`config.mk`:
```
export PLATFORM = sky130hd
export DESIGN_NAME = ifetch_unit
export DESIGN_NICKNAME = d
export VERILOG_FILES = /design/src/rtl/ifetch_pkg.sv /design/src/rtl/ifetch_unit_fifo.sv /design/src/rtl/ifetch_unit.sv
export SDC_FILE = /design/constraint.sdc
export NUM_CORES = 1
export LEC_CHECK = 0
export CAP_MARGIN = 5
export CORE_MARGIN = 2
export CORE_UTILIZATION = 40
export DETAILED_ROUTE_END_ITERATION = 16
export SYNTH_ARGS = -nofsm -noshare
export SYNTH_HDL_FRONTEND = slang
export SYNTH_SLANG_ARGS = --single-unit
```
`constraint.sdc`:
```
create_clock -name clk -period 16.8 [get_ports clk]
set_input_delay 2.52 -clock clk [delete_from_list [all_inputs] [get_ports clk]]
set_output_delay 2.52 -clock clk [all_outputs]
set_load 0.02 [all_outputs]
```
`src/rtl/ifetch_pkg.sv`:
```
// Shared types and constants for the instruction fetch front end.
package ifetch_pkg;

  localparam int XLEN_DEFAULT = 32;

  localparam logic [XLEN_DEFAULT-1:0] INSTR_NOP = 32'h0000_0013;

  typedef enum logic [1:0] {
    IDLE = 2'd0,
    REQ  = 2'd1,
    WAIT = 2'd2,
    DROP = 2'd3
  } fetch_state_t;

  typedef struct packed {
    logic [XLEN_DEFAULT-1:0] pc;
    logic [XLEN_DEFAULT-1:0] instr;
  } fetch_entry_t;

endpackage

```
`src/rtl/ifetch_unit_fifo.sv`:
```
// Registered show-ahead FIFO; flush empties it and takes priority over push.
module fetch_fifo #(
  parameter int WIDTH = 64,
  parameter int DEPTH = 2
) (
  input  logic                     clk,
  input  logic                     reset,
  input  logic                     push,
  input  logic                     pop,
  input  logic                     flush,
  input  logic [WIDTH-1:0]         wdata,
  output logic [WIDTH-1:0]         rdata,
  output logic [$clog2(DEPTH):0]   count,
  output logic                     full,
  output logic                     empty
);

  localparam int PW = $clog2(DEPTH);
  localparam int CW = PW + 1;
  localparam logic [CW-1:0] DEPTH_C = CW'(DEPTH);

  logic [WIDTH-1:0] mem [DEPTH];
  logic [PW-1:0]    wr_ptr;
  logic [PW-1:0]    rd_ptr;
  logic             push_eff;
  logic             pop_eff;

  assign full     = (count == DEPTH_C);
  assign empty    = (count == '0);
  assign push_eff = push && !full;
  assign pop_eff  = pop && !empty;
  assign rdata    = mem[rd_ptr];

  always_ff @(posedge clk) begin
    if (reset) begin
      wr_ptr <= '0;
      rd_ptr <= '0;
      count  <= '0;
      for (int i = 0; i < DEPTH; i++) mem[i] <= '0;
    end else if (flush) begin
      wr_ptr <= '0;
      rd_ptr <= '0;
      count  <= '0;
    end else begin
      if (push_eff) begin
        mem[wr_ptr] <= wdata;
        wr_ptr      <= wr_ptr + PW'(1);
      end
      if (pop_eff) rd_ptr <= rd_ptr + PW'(1);
      count <= count + CW'(push_eff) - CW'(pop_eff);
    end
  end

endmodule

```
`src/rtl/ifetch_unit.sv`:
```
// Fetch front end: owns the fetch PC, issues one word read at a time and
// buffers {pc, instr} pairs for decode; redirects flush and drop stale data.
module ifetch_unit
  import ifetch_pkg::*;
#(
  parameter int              XLEN       = XLEN_DEFAULT,
  parameter logic [XLEN-1:0] RESET_PC   = '0,
  parameter int              FIFO_DEPTH = 2
) (
  input  logic            clk,
  input  logic            reset,
  input  logic            redirect_valid,
  input  logic [XLEN-1:0] redirect_pc,
  output logic            imem_req,
  output logic [XLEN-1:0] imem_addr,
  input  logic            imem_gnt,
  input  logic            imem_rvalid,
  input  logic [XLEN-1:0] imem_rdata,
  output logic            if_valid,
  output logic [XLEN-1:0] if_pc,
  output logic [XLEN-1:0] if_instr,
  input  logic            if_ready
);

  localparam int CW = $clog2(FIFO_DEPTH) + 1;
  localparam logic [CW-1:0] DEPTH_C = CW'(FIFO_DEPTH);

  fetch_state_t    state;
  logic [XLEN-1:0] fetch_pc;
  logic            stale;
  logic [XLEN-1:0] target;
  logic [XLEN-1:0] pc_cur;
  logic [XLEN-1:0] pc_plus4;
  logic            push;
  logic            pop;
  logic [CW-1:0]   fifo_count;
  logic [CW-1:0]   count_next;
  logic            fifo_full;
  logic            fifo_empty;
  logic            room;
  logic [2*XLEN-1:0] head;

  assign target   = redirect_pc & ~XLEN'(3);
  assign pc_cur   = redirect_valid ? target : fetch_pc;
  assign pc_plus4 = fetch_pc + XLEN'(4);
  assign push     = (state == WAIT) && imem_rvalid && !redirect_valid && !fifo_full;
  assign pop      = if_valid && if_ready;

  // Occupancy after this cycle's push/pop/flush decides whether a new request may go out.
  assign count_next = redirect_valid ? '0 : (fifo_count + CW'(push) - CW'(pop));
  assign room       = (count_next < DEPTH_C);

  assign if_valid = !fifo_empty;
  assign if_pc    = head[2*XLEN-1:XLEN];
  assign if_instr = head[XLEN-1:0];

  fetch_fifo #(
    .WIDTH (2*XLEN),
    .DEPTH (FIFO_DEPTH)
  ) u_fifo (
    .clk   (clk),
    .reset (reset),
    .push  (push),
    .pop   (pop),
    .flush (redirect_valid),
    .wdata ({fetch_pc, imem_rdata}),
    .rdata (head),
    .count (fifo_count),
    .full  (fifo_full),
    .empty (fifo_empty)
  );

  // A redirect during an ungranted request keeps the old address on the bus
  // and marks the eventual response as stale.
  always_ff @(posedge clk) begin
    if (reset) begin
      state     <= IDLE;
      fetch_pc  <= RESET_PC;
      stale     <= 1'b0;
      imem_req  <= 1'b0;
      imem_addr <= RESET_PC;
    end else begin
      if (redirect_valid) fetch_pc <= target;
      unique case (state)
        IDLE: begin
          if (redirect_valid || room) begin
            state     <= REQ;
            imem_req  <= 1'b1;
            imem_addr <= pc_cur;
          end
        end
        REQ: begin
          if (imem_gnt) begin
            state    <= (redirect_valid || stale) ? DROP : WAIT;
            stale    <= 1'b0;
            imem_req <= 1'b0;
          end else if (redirect_valid) begin
            stale <= 1'b1;
          end
        end
        WAIT: begin
          if (imem_rvalid) begin
            if (!redirect_valid) fetch_pc <= pc_plus4;
            if (redirect_valid || room) begin
              state     <= REQ;
              imem_req  <= 1'b1;
              imem_addr <= redirect_valid ? target : pc_plus4;
            end else begin
              state <= IDLE;
            end
          end else if (redirect_valid) begin
            state <= DROP;
          end
        end
        DROP: begin
          if (imem_rvalid) begin
            if (redirect_valid || room) begin
              state     <= REQ;
              imem_req  <= 1'b1;
              imem_addr <= pc_cur;
            end else begin
              state <= IDLE;
            end
          end
        end
      endcase
    end
  end

endmodule

```
==> impl_results.md, run 1 <==
- Clock insertion delay at the later pin of the skew report: 0.53 ns
- Post-DP HPWL: around 15000 um
- Warning count from the yosys run: 0
- PnR worst setup slack: 11.73 ns
- Worst voltage drop across the vdd grid: 0.0564 mV
- Global placement routability congestion: 0.814
- Most used flip-flop cell after synthesis: sky130_fd_sc_hd__edfxtp_1
- Port Buffer Count: 165
- Data required time of the worst path: 16.95 ns
- Effective utilization at floorplan: between 40 and 50%
- Chip height: 159 um
- RSZ-0062 raised after global routing: false
- Final routed wirelength across all metal layers: 23500 um
- R2R Path End: u_fifo.mem[1][17]
- Remaining antenna violation count: 0
- Antenna violations before repair: 0
- Number of cells on the worst reg-to-reg path: 4
- Proportion of synthesized chip area in sequential cells: 55.2%
- Count of final setup violators: 0
- Count of placed standard cells in the final layout, fillers left out: between 1k and 1.5k
- Die width: 159 um
- Power density over the cells: slightly below 100 nW/um^2
- Type of the tightest min-delay check: reg2reg
- Leakage power figure: around 4.4 nW
- TritonCTS sink count: between 200 and 250
- Final period demand of the worst path: 5.07 ns
- Final design area excluding fillers: 12200 sq um
- Worst Path Arrival: 5.22 ns
- Maximum level of the CTS H-tree: 1
- # fillers: 2131
- Root buffer cell: sky130_fd_sc_hd__clkbuf_16
- Syn Nets: 885
- Number of buffers added by the clock tree synthesis step: 23
- Clock tree from TritonCTS: yes
- Hold-fix buffer count after cts: 0
- Relative slew margins: 23.3%
- Slew of the pin with the lowest slew margin: 1.15 ns
- DRC: 0
- Maximum number of pins on one net before global-route repair: 65
- IO Count: 168
- Synthesized instance count: roughly 800
- Maximum fanout count along the critical path: between 40 and 50
- Register-to-register path setup slack: 13.70 ns
- Number of resized instances in the post-cts repair step: 0
- Router iterations before antenna repair: 5
- Routed wirelength normalized by instance count: 18.4 um
- Vias after detailed routing: 6709
- Total routing resource utilization after global routing: 18.2%
- Type of origin of the critical path: input pin
- Worst Hold Launch: imem_addr[8]
- Hold Slack: between 0.4 and 0.5 ns
- Status: complete, no violations
- Summed instance area of the synthesized netlist: between 9000 and 10000 sq um
- Endpoint, Worst Hold: imem_addr[8]
- Number of buffers inserted to repair setup after CTS: 0
- Placed cell areas: 11400 sq um
- Peak Freq: 197 MHz
- Net total in the final layout: 1019
- Share of synthesized registers carrying an async set or reset: 0%
- Core footprint: 23500 sq um
- Via count of the first global-routing pass: 6470
- Share of layout cells above drive strength 1: 15.0%
- Fin crit share: 30.2%
- Number of flip-flops and latches in the synthesized netlist: 201
- Clock Skews: 0.0138 ns
- CP Class: in2reg
- Layout Utilization: 51.7%
- Post-synth cell types: between 60 and 70
- Avg Synthesized Cell Area: 11.8 sq um
- Final slew viol count: 0
- Die ar.: 25300 sq um
- Seq. cell area: 5310 sq um
- Multi-input gate area in the final layout: 3920 sq um
- Critical path capture point type: register
- Startpoint of the lowest-slack register-to-register path: state[1]
- Number of instances on the worst hold path: 2
- Final TNS setup: 0 ns
- Number of failing hold endpoints at the final stage: 0
- MaxCap Viol Count: 0
- First-pass GRT wire length: 36800 um
- Starting DRC count in detailed routing: 406
- Clk slew on worst S/H paths: 0.06 ns
- Pre-CTS setup slack: 11.14 ns
- Detailed-route vias per instance: around 5.2
- Antenna diode count: 0
- CTS Buffer Depth: 3
- Remaining global-route overflow: 0
- Placed Instances: 1240
- Signed area change from the synthesized netlist to the final layout: 26.6%
- Total number of placement rows: 56
- Total design power: about 1.2 mW
- Post-synth EDFFs: 128
[metal layers]
layer	track usage, %	wire length [um]	vias to the layer above
met4	5.33	639	0
met3	2.79	1240	41
met5	0	0	-
met2	29.0	10700	211
met1	25.8	10900	3224
li1	-	-	3233
[cell usage in the layout (no fill, tap or decap), types with 6 or more instances in the layout]
cell                              synthesis  layout
sky130_fd_sc_hd__nand2_1                 40      40
sky130_fd_sc_hd__edfxtp_1               128     128
sky130_fd_sc_hd__dfxtp_1                 73      72
sky130_fd_sc_hd__clkbuf_8                 4       6
sky130_fd_sc_hd__clkbuf_16                0      26
sky130_fd_sc_hd__nand2b_1                 8       8
sky130_fd_sc_hd__and2_1                 130     130
sky130_fd_sc_hd__mux2i_1                 21      21
sky130_fd_sc_hd__nor2b_1                  7       7
sky130_fd_sc_hd__inv_1                   10      10
sky130_fd_sc_hd__a21oi_1                 13      13
sky130_fd_sc_hd__o21ai_0                 14      13
sky130_fd_sc_hd__a22o_1                   9       9
sky130_fd_sc_hd__mux2_2                  74      74
sky130_fd_sc_hd__buf_4                    4      10
sky130_fd_sc_hd__nor2_1                  39      38
sky130_fd_sc_hd__nor3_1                  16      15
sky130_fd_sc_hd__xnor2_1                 12      12
sky130_fd_sc_hd__a211oi_1                15      15
sky130_fd_sc_hd__clkdlybuf4s50_1          0     164
sky130_fd_sc_hd__nand3_1                 10      10
sky130_fd_sc_hd__xor2_1                   9       9
sky130_fd_sc_hd__nand4_1                 23      23
sky130_fd_sc_hd__a311oi_1                 8       8
sky130_fd_sc_hd__nor4_1                  10      10
sky130_fd_sc_hd__a32o_1                   8       8
[registers in the layout, summed over array words and instances (netlist names), named ones only]
name / flops
stale: 1
u_fifo.wr_ptr: 1
u_fifo.count: 2
fetch_pc: 32
state: 2
u_fifo.rd_ptr: 1
imem_addr: 32
imem_req: 1
u_fifo.mem: 128
[synthesized netlist by cell type (all sizes together), types with 15 or more instances]
cell / count / area (sq um)
a211oi: 15 / 113
buf: 27 / 175
edfxtp: 128 / 3840
nand2: 40 / 150
nor2: 39 / 146
mux2: 74 / 833
clkbuf: 37 / 179
dfxtp: 73 / 1460
mux2i: 21 / 210
nand4: 25 / 178
nor3: 16 / 80.1
and2: 132 / 828
[where the power goes]
group	leakage (nW)	internal, mW	switching (mW)
combinational	2.12	0.0602	0.0625
sequential	1.93	0.548	0.0196
clock	0.396	0.309	0.202
total	4.44	0.917	0.284
[layout make-up]
cell class	count	share of cell area, %
inverter	10	0.308
clock buffer	37	6.18
clock inverter	5	0.349
timing repair buffer	175	14.1
sequential	201	43.6
tap	319	3.28
multi-input combinational	535	32.2
[cells by family (layout without fill, tap and decap cells)]
family / Yosys count / after routing / synth area share [%]
compound gates: 107 / 107 / 8.33
xor+xnor: 21 / 21 / 1.91
fa+ha+maj: 3 / 3 / 0.390
buf+inv: 76 / 227 / 4.50
flops: 201 / 201 / 55.2
mux: 95 / 95 / 10.9
simple gates: 309 / 309 / 18.9
[worst max-delay path: stages]
cell and delay, ns:
sky130_fd_sc_hd__clkdlybuf4s50_1 0.39, sky130_fd_sc_hd__buf_4 0.30, sky130_fd_sc_hd__nor2_1 0.44, sky130_fd_sc_hd__nand2_1 0.30
sky130_fd_sc_hd__o21ai_4 0.54, sky130_fd_sc_hd__buf_4 0.67
[how the worst max path moves through the flow]
| stage | end | startpoint | slack (ns) | depth (start not counted) |
|---|---|---|---|---|
| finish | u_fifo.mem[1][17] | reset | 11.73 | 6 |
| CTS | if_pc[0] | register | 11.67 | 3 |
| floorplan | u_fifo.mem[0][0] | redirect_valid | 8.24 | 5 |
| global route | u_fifo.mem[1][12] | reset | 11.55 | 6 |
| global placement | u_fifo.mem[1][1] | reset | 11.15 | 6 |
| detailed placement | u_fifo.mem[1][3] | reset | 11.14 | 6 |
No activity file was read; power rests on OpenSTA's default activity.
==> inputs of run 2 (changes only) <==
==> constraint.sdc (replaced) <==
create_clock -name clk -period 5.1 [get_ports clk]
set_input_delay 0.765 -clock clk [delete_from_list [all_inputs] [get_ports clk]]
set_output_delay 0.765 -clock clk [all_outputs]
set_load 0.02 [all_outputs]
==> run 2 against run 1 <==
Net effect: hold slack got worse by 0.0050 ns; global-route usage rose by 0.28 points; first-iteration DRC count rose by 28%; cell count did not move; final area fell by 0.41%; clock skew fell by 0.0073 ns; core utilization fell by 0.21 points; critical path depth fell by 3; largest cell class unchanged.
==> impl_results.md, run 2 (same netlist as run 1, synthesis figures left out) <==
- Total number of placement rows: 56 (unchanged)
- Crit path largest cell delay: 0.68 ns (about the same)
- RSZ-0062 raised after global routing: false
- Number of buffers added by the clock tree synthesis step: 23 (unchanged)
- Clock Skews: 0.00645 ns (-0.00733 ns)
- Pre-CTS setup slack: 1.39 ns (-9.75 ns)
- Core footprint: 23500 sq um (unchanged)
- Count of final setup violators: 0 (unchanged)
- Vias after detailed routing: 6757 (+0.72%)
- Metal1 wirelength: 11100 um (+1.7%)
- Root buffer cell: sky130_fd_sc_hd__clkbuf_16
- Leakage power figure: 4.42 nW (-0.50%)
- Power density over the cells: 321 nW/um^2 (+230%)
- Count of placed standard cells in the final layout, fillers left out: 1282 (unchanged)
- Net total in the final layout: 1020 (+0.098%)
- Multi-input gate area in the final layout: 3920 sq um (unchanged)
- Number of failing hold endpoints at the final stage: 0 (unchanged)
- First-pass GRT wire length: 37500 um (+2.0%)
- Clock insertion delay at the later pin of the skew report: 0.50 ns (-0.03 ns)
- Total design power: 3.89 mW (+220%)
- Fin crit share: ~65%
- Remaining global-route overflow: 0 (unchanged)
- Placed cell areas: 11400 sq um (about the same)
- Via count of the first global-routing pass: 6661 (+3.0%)
- Layout Utilization: 51.5% (-0.21 points)
- Global placement routability congestion: 0.845 (+3.7%)
- Type of the tightest min-delay check: reg2reg
- Die ar.: 25300 sq um (unchanged)
- Number of resized instances in the post-cts repair step: 0 (unchanged)
- Slowest stage cell on the critical path: sky130_fd_sc_hd__buf_4
- Most common cell after layout, fill and taps aside: sky130_fd_sc_hd__clkdlybuf4s50_1
- Maximum number of pins on one net before global-route repair: 65 (unchanged)
- TritonCTS sink count: 201 (unchanged)
- Hold-fix buffer count after cts: 0 (unchanged)
- CTS Buffer Depth: 3 (unchanged)
- Port Buffer Count: 165 (unchanged)
- Total routing resource utilization after global routing: 18.5% (+0.28 points)
- Maximum level of the CTS H-tree: 1 (unchanged)
- Slew of the pin with the lowest slew margin: 1.08 ns (-0.0709 ns)
- Cell breakdown of the critical path: buf_4 -> mux2_2 -> clkdlybuf4s50_1
- Met3 WL post-DR: 1370 um (+10%)
- # fillers: 2152 (+0.99%)
- Effective utilization at floorplan: 40.8% (unchanged)
- Most flops, register: u_fifo.mem
- IO Count: 168 (unchanged)
- Worst Path Arrival: 2.53 ns (-2.69 ns)
- Final routed wirelength across all metal layers: 23800 um (+0.96%)
- Starting DRC count in detailed routing: 520 (+28%)
- Post-DP HPWL: 15600 um (+3.9%)
- Relative slew margins: 28.1% (+4.7 points)
- MaxCap Viol Count: 0 (unchanged)
- Die width: 159 um (unchanged)
- Clock tree from TritonCTS: yes
- Router iterations before antenna repair: 5 (unchanged)
- Remaining antenna violation count: 0 (unchanged)
- PnR worst setup slack: 1.80 ns (-9.93 ns)
- Final slew viol count: 0 (unchanged)
- Maximum fanout count along the critical path: 64 (+31%)
- Share of layout cells above drive strength 1: 14.8% (-0.10 points)
- Highest routing layer actually used: met4
- Data required time of the worst path: 4.34 ns (-12.61 ns)
- Final period demand of the worst path: 3.30 ns
- Signed area change from the synthesized netlist to the final layout: 26.1%
- Type of origin of the critical path: register
- CP Class: reg2out
- Placed Instances: 1241 (+0.081%)
- Detailed-routed wire length on met2: 10700 um (about the same)
- Number of buffers inserted to repair setup after CTS: 0 (unchanged)
- Detailed-route vias per instance: 5.27 (+0.72%)
- Clk slew on worst S/H paths: 0.06 ns (about the same)
- Final TNS setup: 0 ns (unchanged)
- Seq. cell area: 5310 sq um (unchanged)
- Antenna violations before repair: 0 (unchanged)
- Critical path capture point type: primary output
- Peak Freq: ~300 MHz
- Hold Slack: 0.462 ns (-0.00496 ns)
- Top library cells by usage in the layout, fill and taps aside: 163 x sky130_fd_sc_hd__clkdlybuf4s50_1, 130 x sky130_fd_sc_hd__and2_1, 128 x sky130_fd_sc_hd__edfxtp_1, 74 x sky130_fd_sc_hd__mux2_2, 72 x sky130_fd_sc_hd__dfxtp_1
- Final design area excluding fillers: 12100 sq um (-0.41%)
- Routed wirelength normalized by instance count: 18.5 um (+0.96%)
- Worst voltage drop across the vdd grid: 0.192 mV (+240%)
- Max reg flops: 128 (unchanged)
- DRC: 0 (unchanged)
- Chip height: 159 um (unchanged)
- Largest registers: u_fifo.mem x128, fetch_pc x32, imem_addr x32
- Status: complete, no violations
- Antenna diode count: 0 (unchanged)
-- run 2: changes by cell type in the layout (fill, tap and decap cells not counted) --
cell                              previous run  this run
sky130_fd_sc_hd__clkinv_1                    0         2
sky130_fd_sc_hd__clkbuf_8                    6         4
sky130_fd_sc_hd__clkbuf_16                  26        23
sky130_fd_sc_hd__clkinv_2                    2         5
sky130_fd_sc_hd__clkdlybuf4s50_1           164       163
sky130_fd_sc_hd__buf_4                      10        11
sky130_fd_sc_hd__inv_16                      1         0
sky130_fd_sc_hd__inv_4                       2         0
sky130_fd_sc_hd__bufinv_16                   0         2
sky130_fd_sc_hd__buf_2                       1         2
-- run 2: metal layers --
metal  track usage [%]  vias up
li1                  -     3234
met2              29.2      221
met5                 0        -
met4              5.37        0
met1              26.4     3262
met3              2.81       40
-- run 2: critical path, delay by kind of cell (launching register included) --
family	cells	cell delay, ns
buf+inv	2	1.29
flops	1	0.31
mux	1	0.42
-- run 2: final timing paths --
path,startpoint,endpoint,slack [ns],cells past startpoint
max reg2reg,u_fifo.count[1],imem_addr[11],1.90,9
min reg2reg,imem_addr[7],imem_addr[7],0.46,2
min,imem_addr[7],imem_addr[7],0.46,2
max,register,if_pc[12],1.80,3
-- run 2: area by class of cell --
| class | instances | area share, % |
|---|---|---|
| clock buffers | 32 | 5.36 |
| clock inverters | 9 | 0.764 |
| inverters | 10 | 0.310 |
| multi-input cells | 535 | 32.3 |
| flip-flops and latches | 201 | 43.8 |
| well taps | 319 | 3.29 |
| repair buffers | 176 | 14.2 |
-- run 2: power by group --
part	switching [mW]	internal [mW]
clock	0.633	0.984
combinational	0.208	0.198
sequential	0.0655	1.80
total	0.907	2.99
==> inputs of run 3 (changes only) <==
--- a/config.mk
+++ b/config.mk
@@ -9,6 +9,7 @@
 export CORE_MARGIN = 2
 export CORE_UTILIZATION = 40
 export DETAILED_ROUTE_END_ITERATION = 16
+export PLACE_DENSITY = 0.66
 export SYNTH_ARGS = -nofsm -noshare
 export SYNTH_HDL_FRONTEND = slang
 export SYNTH_SLANG_ARGS = --single-unit
==> constraint.sdc (replaced) <==
create_clock -name clk -period 2.9 [get_ports clk]
set_input_delay 0.435 -clock clk [delete_from_list [all_inputs] [get_ports clk]]
set_output_delay 0.435 -clock clk [all_outputs]
set_load 0.02 [all_outputs]
==> run 3 against run 2 <==
Net effect: clock skew grew 0.0010 ns; core utilization grew 1.3 points; hold slack got worse by 0.073 ns; final area increased by 2.6%; non-clock buffer count rose by 20; wire length increased by 0.27%; clock-buffer cell count shrank 4; sequential share of layout area decreased by 1.1 points; via count rose by 1.3%.
==> impl_results.md, run 3 (same netlist as run 1, synthesis figures left out) <==
- Core footprint: 23500 sq um (unchanged)
- First-pass GRT wire length: 37900 um (+1.1%)
- Type of origin of the critical path: register
- Number of instances on the worst hold path: 3 (+1)
- Port Buffer Count: 165 (unchanged)
- MaxCap Viol Count: 0 (unchanged)
- Highest routing layer actually used: met4
- Router iterations before antenna repair: 5 (unchanged)
- Final period demand of the worst path: 2.64 ns
- Remaining global-route overflow: 0 (unchanged)
- Post-DP HPWL: 15400 um (-1.2%)
- Clock insertion delay at the later pin of the skew report: 0.51 ns (about the same)
- Largest delay share family, worst path: simple AND/OR/NAND/NOR gates
- Worst voltage drop across the vdd grid: 0.344 mV (+79%)
- Total routing resource utilization after global routing: 18.6% (+0.17 points)
- Critical path capture point type: register
- Type of the tightest min-delay check: in2reg
- Routed wirelength normalized by instance count: 18.3 um (-1.3%)
- DRC: 0 (unchanged)
- Global placement routability congestion: 0.880 (+4.2%)
- Most common cell after layout, fill and taps aside: sky130_fd_sc_hd__clkdlybuf4s50_1
- Maximum number of pins on one net before global-route repair: 65 (unchanged)
- Maximum level of the CTS H-tree: 1 (unchanged)
- Slowest stage cell on the critical path: sky130_fd_sc_hd__nor3_4
- Clk slew on worst S/H paths: 0.06 ns (about the same)
- Crit path largest cell delay: 0.39 ns (-0.29 ns)
- Clock Skews: 0.00747 ns (+0.00103 ns)
- Layout Utilization: 52.8% (+1.3 points)
- Signed area change from the synthesized netlist to the final layout: 29.3%
- Beginning of the critical path: u_fifo.count[1]
- Remaining antenna violation count: 0 (unchanged)
- Placed cell areas: 11600 sq um (+1.9%)
- Cell breakdown of the critical path: or2_2 -> and2_1 -> ha_1 -> and4bb_1 -> a211oi_1 -> nor3_4 -> nand2_1 -> o32ai_1
- Detailed-route vias per instance: 5.25 (-0.30%)
- Met3 WL post-DR: 1610 um (+18%)
- Top library cells by usage in the layout, fill and taps aside: 164 x sky130_fd_sc_hd__clkdlybuf4s50_1, 130 x sky130_fd_sc_hd__and2_1, 128 x sky130_fd_sc_hd__edfxtp_1, 74 x sky130_fd_sc_hd__mux2_2, 72 x sky130_fd_sc_hd__dfxtp_1
- Worst Hold Launch: redirect_valid
- Number of failing hold endpoints at the final stage: 0 (unchanged)
- Detailed-routed wire length on met2: 11000 um (+2.5%)
- Number of buffers added by the clock tree synthesis step: 23 (unchanged)
- Antenna violations before repair: 0 (unchanged)
- Hold-fix buffer count after cts: 0 (unchanged)
- # fillers: 2052 (-4.6%)
- Starting DRC count in detailed routing: 520 (unchanged)
- R2R Path End: imem_addr[5]
- Count of final setup violators: 0 (unchanged)
- IO Count: 168 (unchanged)
- WP depth: 8 (+5)
- TritonCTS sink count: 201 (unchanged)
- Vias after detailed routing: 6847 (+1.3%)
- CP Class: reg2reg
- Peak Freq: about 380 MHz
- Fin crit share: 91.1%
- Relative slew margins: 52.8% (+25 points)
- Status: complete, no violations
- Clock tree from TritonCTS: yes
- Die width: 159 um (unchanged)
- Largest registers: u_fifo.mem x128, fetch_pc x32, imem_addr x32
- Number of cells on the worst reg-to-reg path: 8 (-1)
- CTS Buffer Depth: 3 (unchanged)
- Total number of placement rows: 56 (unchanged)
- Die ar.: 25300 sq um (unchanged)
- Startpoint of the lowest-slack register-to-register path: u_fifo.count[1]
- RSZ-0062 raised after global routing: false
- Most flops, register: u_fifo.mem
- Net total in the final layout: 1040 (+2.0%)
- Number of buffers inserted to repair setup after CTS: 0 (unchanged)
- Final TNS setup: 0 ns (unchanged)
- Leakage power figure: 4.57 nW (+3.4%)
- Slew of the pin with the lowest slew margin: 0.707 ns (-0.368 ns)
- Max reg flops: 128 (unchanged)
- Via count of the first global-routing pass: 6761 (+1.5%)
- Combined buffer and inverter count along the critical path: 0 (-2)
- Power density over the cells: 578 nW/um^2 (+80%)
- Antenna diode count: 0 (unchanged)
- Final slew viol count: 0 (unchanged)
- Data required time of the worst path: 3.31 ns (-1.03 ns)
- Register-to-register path setup slack: 0.26 ns (-1.64 ns)
- Final design area excluding fillers: 12400 sq um (+2.6%)
- Share of layout cells above drive strength 1: 16.8% (+1.9 points)
- Root buffer cell: sky130_fd_sc_hd__clkbuf_16
- Worst Path Arrival: 3.05 ns (+0.52 ns)
- Final routed wirelength across all metal layers: 23800 um (+0.27%)
- Maximum fanout count along the critical path: 9 (-86%)
- Metal1 wirelength: 10800 um (-3.0%)
- Chip height: 159 um (unchanged)
- Effective utilization at floorplan: 40.8% (unchanged)
[run 3: worst max path at each step]
stage	endpoint	slack (ns)
after floorplan	u_fifo.mem[0][0]	-0.20
after global placement	imem_addr[5]	-0.01
after CTS	imem_addr[5]	0.11
after global routing	imem_addr[14]	0.08
after detailed placement	imem_addr[5]	-0.09
final	imem_addr[5]	0.26
[run 3: metal layers]
layer  GRT usage [%]  vias to the layer above
met3            3.41                       40
met2            29.8                      253
met4            5.00                        0
li1                -                     3283
met5               0                        -
met1            26.2                     3271
[run 3: final cells by class]
| class | instances | area, sq um | share of cell area, % |
|---|---|---|---|
| flip-flops and latches | 201 | 5310 | 42.7 |
| multi-input cells | 535 | 3920 | 31.5 |
| repair buffers | 196 | 1940 | 15.6 |
| clock buffers | 28 | 604 | 4.86 |
| well taps | 319 | 399 | 3.21 |
| clock inverters | 14 | 225 | 1.81 |
| inverters | 10 | 37.5 | 0.302 |
[run 3: stage by stage]
stage               power [mW]  std cells  hold slack (ns)  worst slack [ns]
CTS                       7.26       1303            0.356             0.110
global route              7.44       1303            0.396            0.0757
global placement          4.07       1261            0.448           -0.0101
detailed placement        4.08       1261            0.454           -0.0937
finish                    7.19       1303            0.389             0.258
floorplan                 3.72        812            0.459            -0.197
[run 3: power breakdown]
group	switching (mW)	internal, mW
combinational	0.380	0.366
sequential	0.107	3.17
clock	1.15	2.02
[run 3: what timing repair did]
action / in CTS / in global routing
hold endpoints to repair: 0 / 0
endpoints found under the setup margin: 0 / 4
gates resized for setup: 0 / 1
[run 3: worst register-to-register path, cell delays in order, from the launching register on]
cell	delay, ns
sky130_fd_sc_hd__dfxtp_1	0.35
sky130_fd_sc_hd__or2_2	0.31
sky130_fd_sc_hd__and2_1	0.19
sky130_fd_sc_hd__ha_1	0.29
sky130_fd_sc_hd__and4bb_1	0.28
sky130_fd_sc_hd__a211oi_1	0.08
sky130_fd_sc_hd__nor3_4	0.39
sky130_fd_sc_hd__nand2_1	0.30
sky130_fd_sc_hd__o32ai_1	0.35
